<file path="config.mk">
export PLATFORM = sky130hd
export DESIGN_NAME = up_ctrl_unit_flat
export DESIGN_NICKNAME = d
export VERILOG_FILES = /design/src/rtl/up_cu_pkg.sv /design/src/rtl/up_ctrl_unit_if.sv /design/src/rtl/up_cu_wdog.sv /design/src/rtl/up_ctrl_unit.sv /design/src/flat_wrapper.sv
export SDC_FILE = /design/constraint.sdc
export NUM_CORES = 1
export LEC_CHECK = 0
export CORE_MARGIN = 5
export CORE_UTILIZATION = 50
export CTS_BUF_LIST = sky130_fd_sc_hd__clkbuf_8
export CTS_CLUSTER_SIZE = 12
export DETAILED_ROUTE_END_ITERATION = 10
export DONT_BUFFER_PORTS = 1
export MAX_ROUTING_LAYER = met4
export PLACE_DENSITY_LB_ADDON = 0.25
export REMOVE_ABC_BUFFERS = 1
export SLEW_MARGIN = 20
export SYNTH_ARGS = -nofsm -noshare
export SYNTH_HDL_FRONTEND = slang
export SYNTH_SLANG_ARGS = --single-unit
</file>
<file path="constraint.sdc">
create_clock -name CLOCK -period 2.8 [get_ports CLOCK]
set_clock_uncertainty 0.1 [all_clocks]
set_input_delay 0.56 -clock CLOCK [delete_from_list [all_inputs] [get_ports CLOCK]]
set_output_delay 0.56 -clock CLOCK [all_outputs]
set_load 0.01 [all_outputs]
</file>
<file path="src/rtl/up_cu_pkg.sv">
// up_cu_pkg: state encodings, opcodes and datapath control codes shared by the up_ctrl_unit files
package up_cu_pkg;

    typedef enum logic [4:0] {
        S_START  = 5'b00000,
        S_FETCH  = 5'b00001,
        S_DECODE = 5'b00010,
        S_INREL  = 5'b00011,
        S_IRQ    = 5'b00100,
        S_LOAD   = 5'b10000,
        S_STORE  = 5'b10001,
        S_ADD    = 5'b10010,
        S_SUB    = 5'b10011,
        S_INPUT  = 5'b10100,
        S_JZ     = 5'b10101,
        S_JPOS   = 5'b10110,
        S_HALT   = 5'b10111,
        S_AND    = 5'b11000,
        S_OR     = 5'b11001,
        S_NOT    = 5'b11010,
        S_SHR    = 5'b11011,
        S_SHL    = 5'b11100,
        S_JMP    = 5'b11101,
        S_OUTPUT = 5'b11110,
        S_EXT    = 5'b11111
    } state_t;

    localparam logic [3:0] OP_LOAD   = 4'h0;
    localparam logic [3:0] OP_STORE  = 4'h1;
    localparam logic [3:0] OP_ADD    = 4'h2;
    localparam logic [3:0] OP_SUB    = 4'h3;
    localparam logic [3:0] OP_INPUT  = 4'h4;
    localparam logic [3:0] OP_JZ     = 4'h5;
    localparam logic [3:0] OP_JPOS   = 4'h6;
    localparam logic [3:0] OP_HALT   = 4'h7;
    localparam logic [3:0] OP_AND    = 4'h8;
    localparam logic [3:0] OP_OR     = 4'h9;
    localparam logic [3:0] OP_NOT    = 4'hA;
    localparam logic [3:0] OP_SHR    = 4'hB;
    localparam logic [3:0] OP_SHL    = 4'hC;
    localparam logic [3:0] OP_JMP    = 4'hD;
    localparam logic [3:0] OP_OUTPUT = 4'hE;
    localparam logic [3:0] OP_EXT    = 4'hF;

    localparam logic [2:0] ALU_PASSB = 3'b000;
    localparam logic [2:0] ALU_ADD   = 3'b001;
    localparam logic [2:0] ALU_SUB   = 3'b010;
    localparam logic [2:0] ALU_AND   = 3'b011;
    localparam logic [2:0] ALU_OR    = 3'b100;
    localparam logic [2:0] ALU_NOTA  = 3'b101;
    localparam logic [2:0] ALU_SHR   = 3'b110;
    localparam logic [2:0] ALU_SHL   = 3'b111;

    localparam logic [1:0] ASEL_ALU  = 2'b00;
    localparam logic [1:0] ASEL_IN   = 2'b01;
    localparam logic [1:0] ASEL_MEM  = 2'b10;

    localparam logic [1:0] JMP_INC   = 2'b00;
    localparam logic [1:0] JMP_IR    = 2'b01;
    localparam logic [1:0] JMP_IRQ   = 2'b10;
    localparam logic [1:0] JMP_RET   = 2'b11;

    function automatic logic [2:0] alu_of(input logic [3:0] op);
        return op == OP_ADD ? ALU_ADD :
               op == OP_SUB ? ALU_SUB :
               op == OP_AND ? ALU_AND :
               op == OP_OR  ? ALU_OR  :
               op == OP_NOT ? ALU_NOTA :
               op == OP_SHR ? ALU_SHR :
               op == OP_SHL ? ALU_SHL : ALU_PASSB;
    endfunction

    function automatic logic is_mem(input logic [3:0] op);
        return op inside {OP_LOAD, OP_STORE, OP_ADD, OP_SUB, OP_AND, OP_OR};
    endfunction

endpackage

</file>
<file path="src/rtl/up_ctrl_unit_if.sv">
// up_ctrl_unit_if: memory request/ready handshake between the control unit and memory
interface up_ctrl_unit_if;
    logic MemReq;
    logic Meminst;
    logic MemWr;
    logic MemReady;
    modport master (output MemReq, Meminst, MemWr, input MemReady);
    modport slave  (input MemReq, Meminst, MemWr, output MemReady);
endinterface

</file>
<file path="src/rtl/up_cu_wdog.sv">
// up_cu_wdog: counts consecutive stalled memory-wait cycles; expired fires on the TIMEOUT-th one
module up_cu_wdog #(
    parameter int TIMEOUT = 15
) (
    input  logic CLOCK,
    input  logic RESET,
    input  logic clr,
    input  logic inc,
    output logic expired
);
    generate
        if (TIMEOUT == 0) begin : g_off
            assign expired = 1'b0;
        end else begin : g_on
            localparam int W = (TIMEOUT < 2) ? 1 : $clog2(TIMEOUT + 1);
            logic [W-1:0] cnt_q, cnt_d;
            // clear outside a wait, count each stalled cycle inside one
            always_comb cnt_d = clr ? '0 : inc ? cnt_q + 1'b1 : cnt_q;
            // stall counter register
            always_ff @(posedge CLOCK or posedge RESET)
                if (RESET) cnt_q <= '0;
                else       cnt_q <= cnt_d;
            assign expired = inc && (cnt_q == W'(TIMEOUT - 1));
        end
    endgenerate
endmodule

</file>
<file path="src/rtl/up_ctrl_unit.sv">
// up_ctrl_unit: fetch/decode/execute control FSM; define UP_CU_IRQ_EN for interrupt entry and RETI
module up_ctrl_unit
    import up_cu_pkg::*;
#(
    parameter int IRW     = 8,
    parameter int TIMEOUT = 15
) (
    input  logic           CLOCK,
    input  logic           RESET,
    input  logic [IRW-1:0] IR,
    input  logic           Aeq0,
    input  logic           Apos,
    input  logic           Enter,
    up_ctrl_unit_if.master mem,
`ifdef UP_CU_IRQ_EN
    input  logic           IRQ,
    output logic           IrqAck,
    output logic           PCsave,
`endif
    output logic           IRload,
    output logic           PCload,
    output logic [1:0]     JMPsel,
    output logic           Aload,
    output logic [2:0]     AluOp,
    output logic [1:0]     Asel,
    output logic           Outload,
    output logic           Halt,
    output logic           Fault,
    output logic [4:0]     outState
);
    state_t state_q, state_d;
    logic   fault_q, fault_d;
    logic   wait_mem, expired;
    logic   ir_unused;
`ifdef UP_CU_IRQ_EN
    logic   in_isr_q, in_isr_d;
`endif

    assign ir_unused = ^IR[IRW-5:0];
    assign wait_mem  = (state_q == S_FETCH) || (state_q[4] && is_mem(state_q[3:0]));
    assign Fault     = fault_q;
    assign outState  = state_q;

    up_cu_wdog #(.TIMEOUT(TIMEOUT)) u_wdog (
        .CLOCK   (CLOCK),
        .RESET   (RESET),
        .clr     (!wait_mem),
        .inc     (wait_mem && !mem.MemReady),
        .expired (expired)
    );

    // next state and datapath strobes, decoded from the current state
    always_comb begin
        state_d     = state_q;
        mem.MemReq  = wait_mem;
        mem.Meminst = wait_mem && (state_q != S_FETCH);
        mem.MemWr   = 1'b0;
        IRload      = 1'b0;
        PCload      = 1'b0;
        JMPsel      = JMP_INC;
        Aload       = 1'b0;
        AluOp       = state_q[4] ? alu_of(state_q[3:0]) : ALU_PASSB;
        Asel        = ASEL_ALU;
        Outload     = 1'b0;
        Halt        = 1'b0;
`ifdef UP_CU_IRQ_EN
        IrqAck      = 1'b0;
        PCsave      = 1'b0;
        in_isr_d    = in_isr_q;
`endif
        case (state_q)
`ifdef UP_CU_IRQ_EN
            S_START:  state_d = (IRQ && !in_isr_q) ? S_IRQ : S_FETCH;
            S_IRQ: begin
                PCsave   = 1'b1;
                PCload   = 1'b1;
                JMPsel   = JMP_IRQ;
                IrqAck   = 1'b1;
                in_isr_d = 1'b1;
                state_d  = S_FETCH;
            end
`else
            S_START:  state_d = S_FETCH;
`endif
            S_FETCH: begin
                IRload = mem.MemReady;
                PCload = mem.MemReady;
            end
            S_DECODE: state_d = state_t'({1'b1, IR[IRW-1 -: 4]});
            S_LOAD: begin
                Asel  = ASEL_MEM;
                Aload = mem.MemReady;
            end
            S_STORE:  mem.MemWr = mem.MemReady;
            S_ADD, S_SUB, S_AND, S_OR: Aload = mem.MemReady;
            S_INPUT: begin
                Asel    = ASEL_IN;
                Aload   = Enter;
                state_d = Enter ? S_INREL : S_INPUT;
            end
            S_INREL:  state_d = Enter ? S_INREL : S_START;
            S_JZ: begin
                JMPsel  = JMP_IR;
                PCload  = Aeq0;
                state_d = S_START;
            end
            S_JPOS: begin
                JMPsel  = JMP_IR;
                PCload  = Apos;
                state_d = S_START;
            end
            S_JMP: begin
                JMPsel  = JMP_IR;
                PCload  = 1'b1;
                state_d = S_START;
            end
            S_HALT:   Halt = 1'b1;
            S_NOT, S_SHR, S_SHL: begin
                Aload   = 1'b1;
                state_d = S_START;
            end
            S_OUTPUT: begin
                Outload = 1'b1;
                state_d = S_START;
            end
            S_EXT: begin
`ifdef UP_CU_IRQ_EN
                PCload   = 1'b1;
                JMPsel   = JMP_RET;
                in_isr_d = 1'b0;
`endif
                state_d  = S_START;
            end
            default:  state_d = S_START;
        endcase
        if (wait_mem)
            state_d = mem.MemReady ? ((state_q == S_FETCH) ? S_DECODE : S_START) :
                      expired      ? S_HALT : state_q;
        fault_d = fault_q || expired;
    end

    // state, sticky fault and interrupt-service registers
    always_ff @(posedge CLOCK or posedge RESET)
        if (RESET) begin
            state_q  <= S_START;
            fault_q  <= 1'b0;
`ifdef UP_CU_IRQ_EN
            in_isr_q <= 1'b0;
`endif
        end else begin
            state_q  <= state_d;
            fault_q  <= fault_d;
`ifdef UP_CU_IRQ_EN
            in_isr_q <= in_isr_d;
`endif
        end
endmodule
</file>
<file path="src/flat_wrapper.sv">
// flat-port wrapper written by rule: the top's interface ports become plain ports
module up_ctrl_unit_flat import up_cu_pkg::*;
#(
    parameter int IRW     = 8,
    parameter int TIMEOUT = 15
)
  (CLOCK, RESET, IR, Aeq0, Apos, Enter, IRload, PCload, JMPsel, Aload, AluOp, Asel, Outload, Halt, Fault, outState, mem_MemReq, mem_Meminst, mem_MemWr, mem_MemReady);
  up_ctrl_unit_if mem_i ();
  input  logic CLOCK;
  input  logic RESET;
  input  logic [IRW-1:0] IR;
  input  logic Aeq0;
  input  logic Apos;
  input  logic Enter;
  output logic IRload;
  output logic PCload;
  output logic [1:0] JMPsel;
  output logic Aload;
  output logic [2:0] AluOp;
  output logic [1:0] Asel;
  output logic Outload;
  output logic Halt;
  output logic Fault;
  output logic [4:0] outState;
  output wire logic [$bits(mem_i.MemReq)-1:0] mem_MemReq;
  output wire logic [$bits(mem_i.Meminst)-1:0] mem_Meminst;
  output wire logic [$bits(mem_i.MemWr)-1:0] mem_MemWr;
  input wire logic [$bits(mem_i.MemReady)-1:0] mem_MemReady;
  assign mem_MemReq = mem_i.MemReq;
  assign mem_Meminst = mem_i.Meminst;
  assign mem_MemWr = mem_i.MemWr;
  assign mem_i.MemReady = mem_MemReady;
  up_ctrl_unit #(.IRW(IRW), .TIMEOUT(TIMEOUT)) u_core (.CLOCK(CLOCK), .RESET(RESET), .IR(IR), .Aeq0(Aeq0), .Apos(Apos), .Enter(Enter), .mem(mem_i), .IRload(IRload), .PCload(PCload), .JMPsel(JMPsel), .Aload(Aload), .AluOp(AluOp), .Asel(Asel), .Outload(Outload), .Halt(Halt), .Fault(Fault), .outState(outState));
endmodule
</file>
==> results.sh <==
export IMPL_synth_ff_type="dfrtp_1"
export IMPL_drc_errors=0
export IMPL_fp_dieArea_sq_mm=0.00257
export IMPL_dp_cells=107
export IMPL_cts_made_buffers=3
export IMPL_dieHeight_um=50.7
export IMPL_ys_async_sr_fraction_pct=100
export IMPL_overflow=0
export IMPL_core_area_sq_mm=0.00154
export IMPL_crit_type="flop to output pin"
export IMPL_final_cells=111
export IMPL_synth_seq_area_share_pct=30.3
export IMPL_io_pins=35
export IMPL_cts_tree="yes"
export IMPL_slew_viol_final=0
export IMPL_clk_insertion_delay_late_ps=240
export IMPL_crit_required_ps=2140
export IMPL_vias=698
export IMPL_critPathCaptureType="output pin"
export IMPL_viasPerCell=6.29
export IMPL_avgSynthCellArea_sq_um=8.53
export IMPL_synthMuxAreaShare_pct=2.42
export IMPL_drive_gt1_share_pct=12.6
export IMPL_yosys_area_top_type_share_pct=30.3
export IMPL_p_leak_uw=0.000401
export IMPL_wl_per_cell_um=16.3
export IMPL_synthSimpleGateAreaFrac_pct=28.3
export IMPL_synth_cells=97
export IMPL_start_kind="flop"
export IMPL_start_util_pct=53.7
export IMPL_hold_viol_final=0
export IMPL_slew_headroom_pct=59.4
export IMPL_postCtsHoldBufs=0
export IMPL_h_tree_depth=1
export IMPL_fin_setup_tns_ps=0
export IMPL_grt_pass1_vias=645
export IMPL_seqPwrFrac_pct=31.2
export IMPL_grt_usage_pct=15.4
export IMPL_rsz0062_at_grt="no"
export IMPL_yosys_area_share_xor_xnor_pct=4.24
export IMPL_die_w_um=50.7
export IMPL_synth_distinct_cells=43
export IMPL_io_buffers=0
export IMPL_clockRootBuffer="clkbuf_8"
export IMPL_place_congestion=0.777
export IMPL_status="finished clean"
export IMPL_synth_edf_count=0
export IMPL_drtIter0Drc=8
export IMPL_row_count=14
export IMPL_crit_fanout=18
export IMPL_antenna_cells=0
export IMPL_ant_nets=0
export IMPL_power_internal_uw=515
export IMPL_comb_power_share_pct=49.7
export IMPL_fin_util_pct=56.5
export IMPL_worstMarginPinSlew_ps=609
export IMPL_clk_path_buf_depth=2
export IMPL_synthAdderAreaFrac_pct=3.03
export IMPL_synth_compound_area_share_pct=22.5
export IMPL_synth_area_top_cells="dfrtp_1 (30%), nor2_1 (5.0%), a21oi_1 (4.8%), inv_1 (3.2%), ha_1 (3.0%)"
export IMPL_power_switching_uw=423
export IMPL_synth_top_family_by_area="simple AND/OR/NAND/NOR gates"
export IMPL_min_path_type="primary input to asynchronous set/reset pin"
export IMPL_postCtsSetupRepairBufs=0
export IMPL_wl_um=1810
export IMPL_arrival_ps=1860
export IMPL_grt_max_degree=19
export IMPL_ir_worst_vdd_mv=0.558
export IMPL_yosys_warnings=0
export IMPL_n_fill_cell=158
export IMPL_cts_resized=0
export IMPL_setup_viol=0
export IMPL_pwr_share_clk_pct=19.1
export IMPL_dr_pass1_iters=4
export IMPL_fmax_mhz=396
export IMPL_swShare_pct=45.1
export IMPL_grt_antenna_before_repair=0
export IMPL_numClockSinks=10
export IMPL_ys_seq_elements=10
export IMPL_hpwl_um=1340
export IMPL_period_share_pct=90.1
export IMPL_min_period_ps=2520
export IMPL_area_growth_pct=5.30
export IMPL_clk_pin_slew_worst_paths_ps=50
export IMPL_cap_violations=0
export IMPL_syn_cell_area_sq_um=827
export IMPL_grt_pass1_wl_um=3030
export IMPL_synth_area_leader_cell="dfrtp_1"
export IMPL_powerDensity_mw_per_mm2=1080
export IMPL_layout_nets=112
## cell usage in the layout, fill, tap and decap left out, drive strengths merged, types with 4 or more instances in the layout
cell / netlist / routed
dfrtp: 10 / 10
inv: 7 / 7
a21oi: 9 / 9
nor3b: 4 / 4
nor2: 11 / 11
nor3: 4 / 4
clkbuf: 2 / 4
## registers in the layout (all words and copies together) (netlist names)
name                      cells
u_core.Fault                  1
u_core.outState               5
u_core.u_wdog.g_on.cnt_q      4
## layer usage
metal  global-route usage [%]  up-vias  routed length [um]
li1                         -      341                   -
met1                     20.8      332                 825
met2                     21.3       23                 805
met3                     7.99        2                 169
met4                     1.28        0                   5
met5                        -        -                   0
## layout make-up
type	instances	area, sq um	area share [%]
multi-input cells	72	504	57.9
flip-flops and latches	10	250	28.7
clock buffers	4	55.1	6.32
inverters	7	26.3	3.02
well taps	16	20.0	2.30
repair buffers	2	15.0	1.72
## metrics by stage
stage                     setup WS, ps  power (uW)  hold WS (ps)  instance area, sq um
after detailed placement           517         764           353                   816
after global placement             542         751           350                   816
after floorplan                    679         648           300                   781
after CTS                          263         945          98.7                   871
after global routing               165        1020           127                   871
final                              276         938          85.3                   871
## logic make-up after synthesis
family | after synthesis
flops | 10
fa+ha+maj | 2
simple gates | 39
xor+xnor | 4
other cells | 1
mux | 2
buf+inv | 15
compound gates | 24
## power by group through the flow
stage	Combinational (uW)	Sequential [uW]	Clock [uW]
floorplan	353	295	0
global placement	460	291	0
detailed placement	468	296	0
CTS	469	293	183
global route	525	306	191
finish	466	293	179
## cells in the mapped netlist (3+ instances only)
master / instances
inv_1: 7
dfrtp_1: 10
nor2_1: 11
a21oi_1: 8
buf_2: 4
nor3b_1: 3
nor3_1: 4
## critical path, cell delays in order, from the launching register on
cell	delay, ps
dfrtp_1	600
nor3b_1	340
nand2_1	120
nor3_1	340
o21bai_1	230
## final timing paths
kind	slack [ps]	start	cells after the start	endpoint
worst max-delay path	280	u_core.outState[3]	4	PCload
worst min-delay path	90	RESET	1	u_core.Fault
worst max register to register	780	u_core.outState[3]	4	u_core.outState[0]
worst min register to register	440	u_core.Fault	1	u_core.Fault
max in group asynchronous	2230	RESET	1	u_core.u_wdog.g_on.cnt_q[0]
min in group CLOCK	360	IR[7]	1	u_core.outState[3]
(Power assumes the default switching activity.)
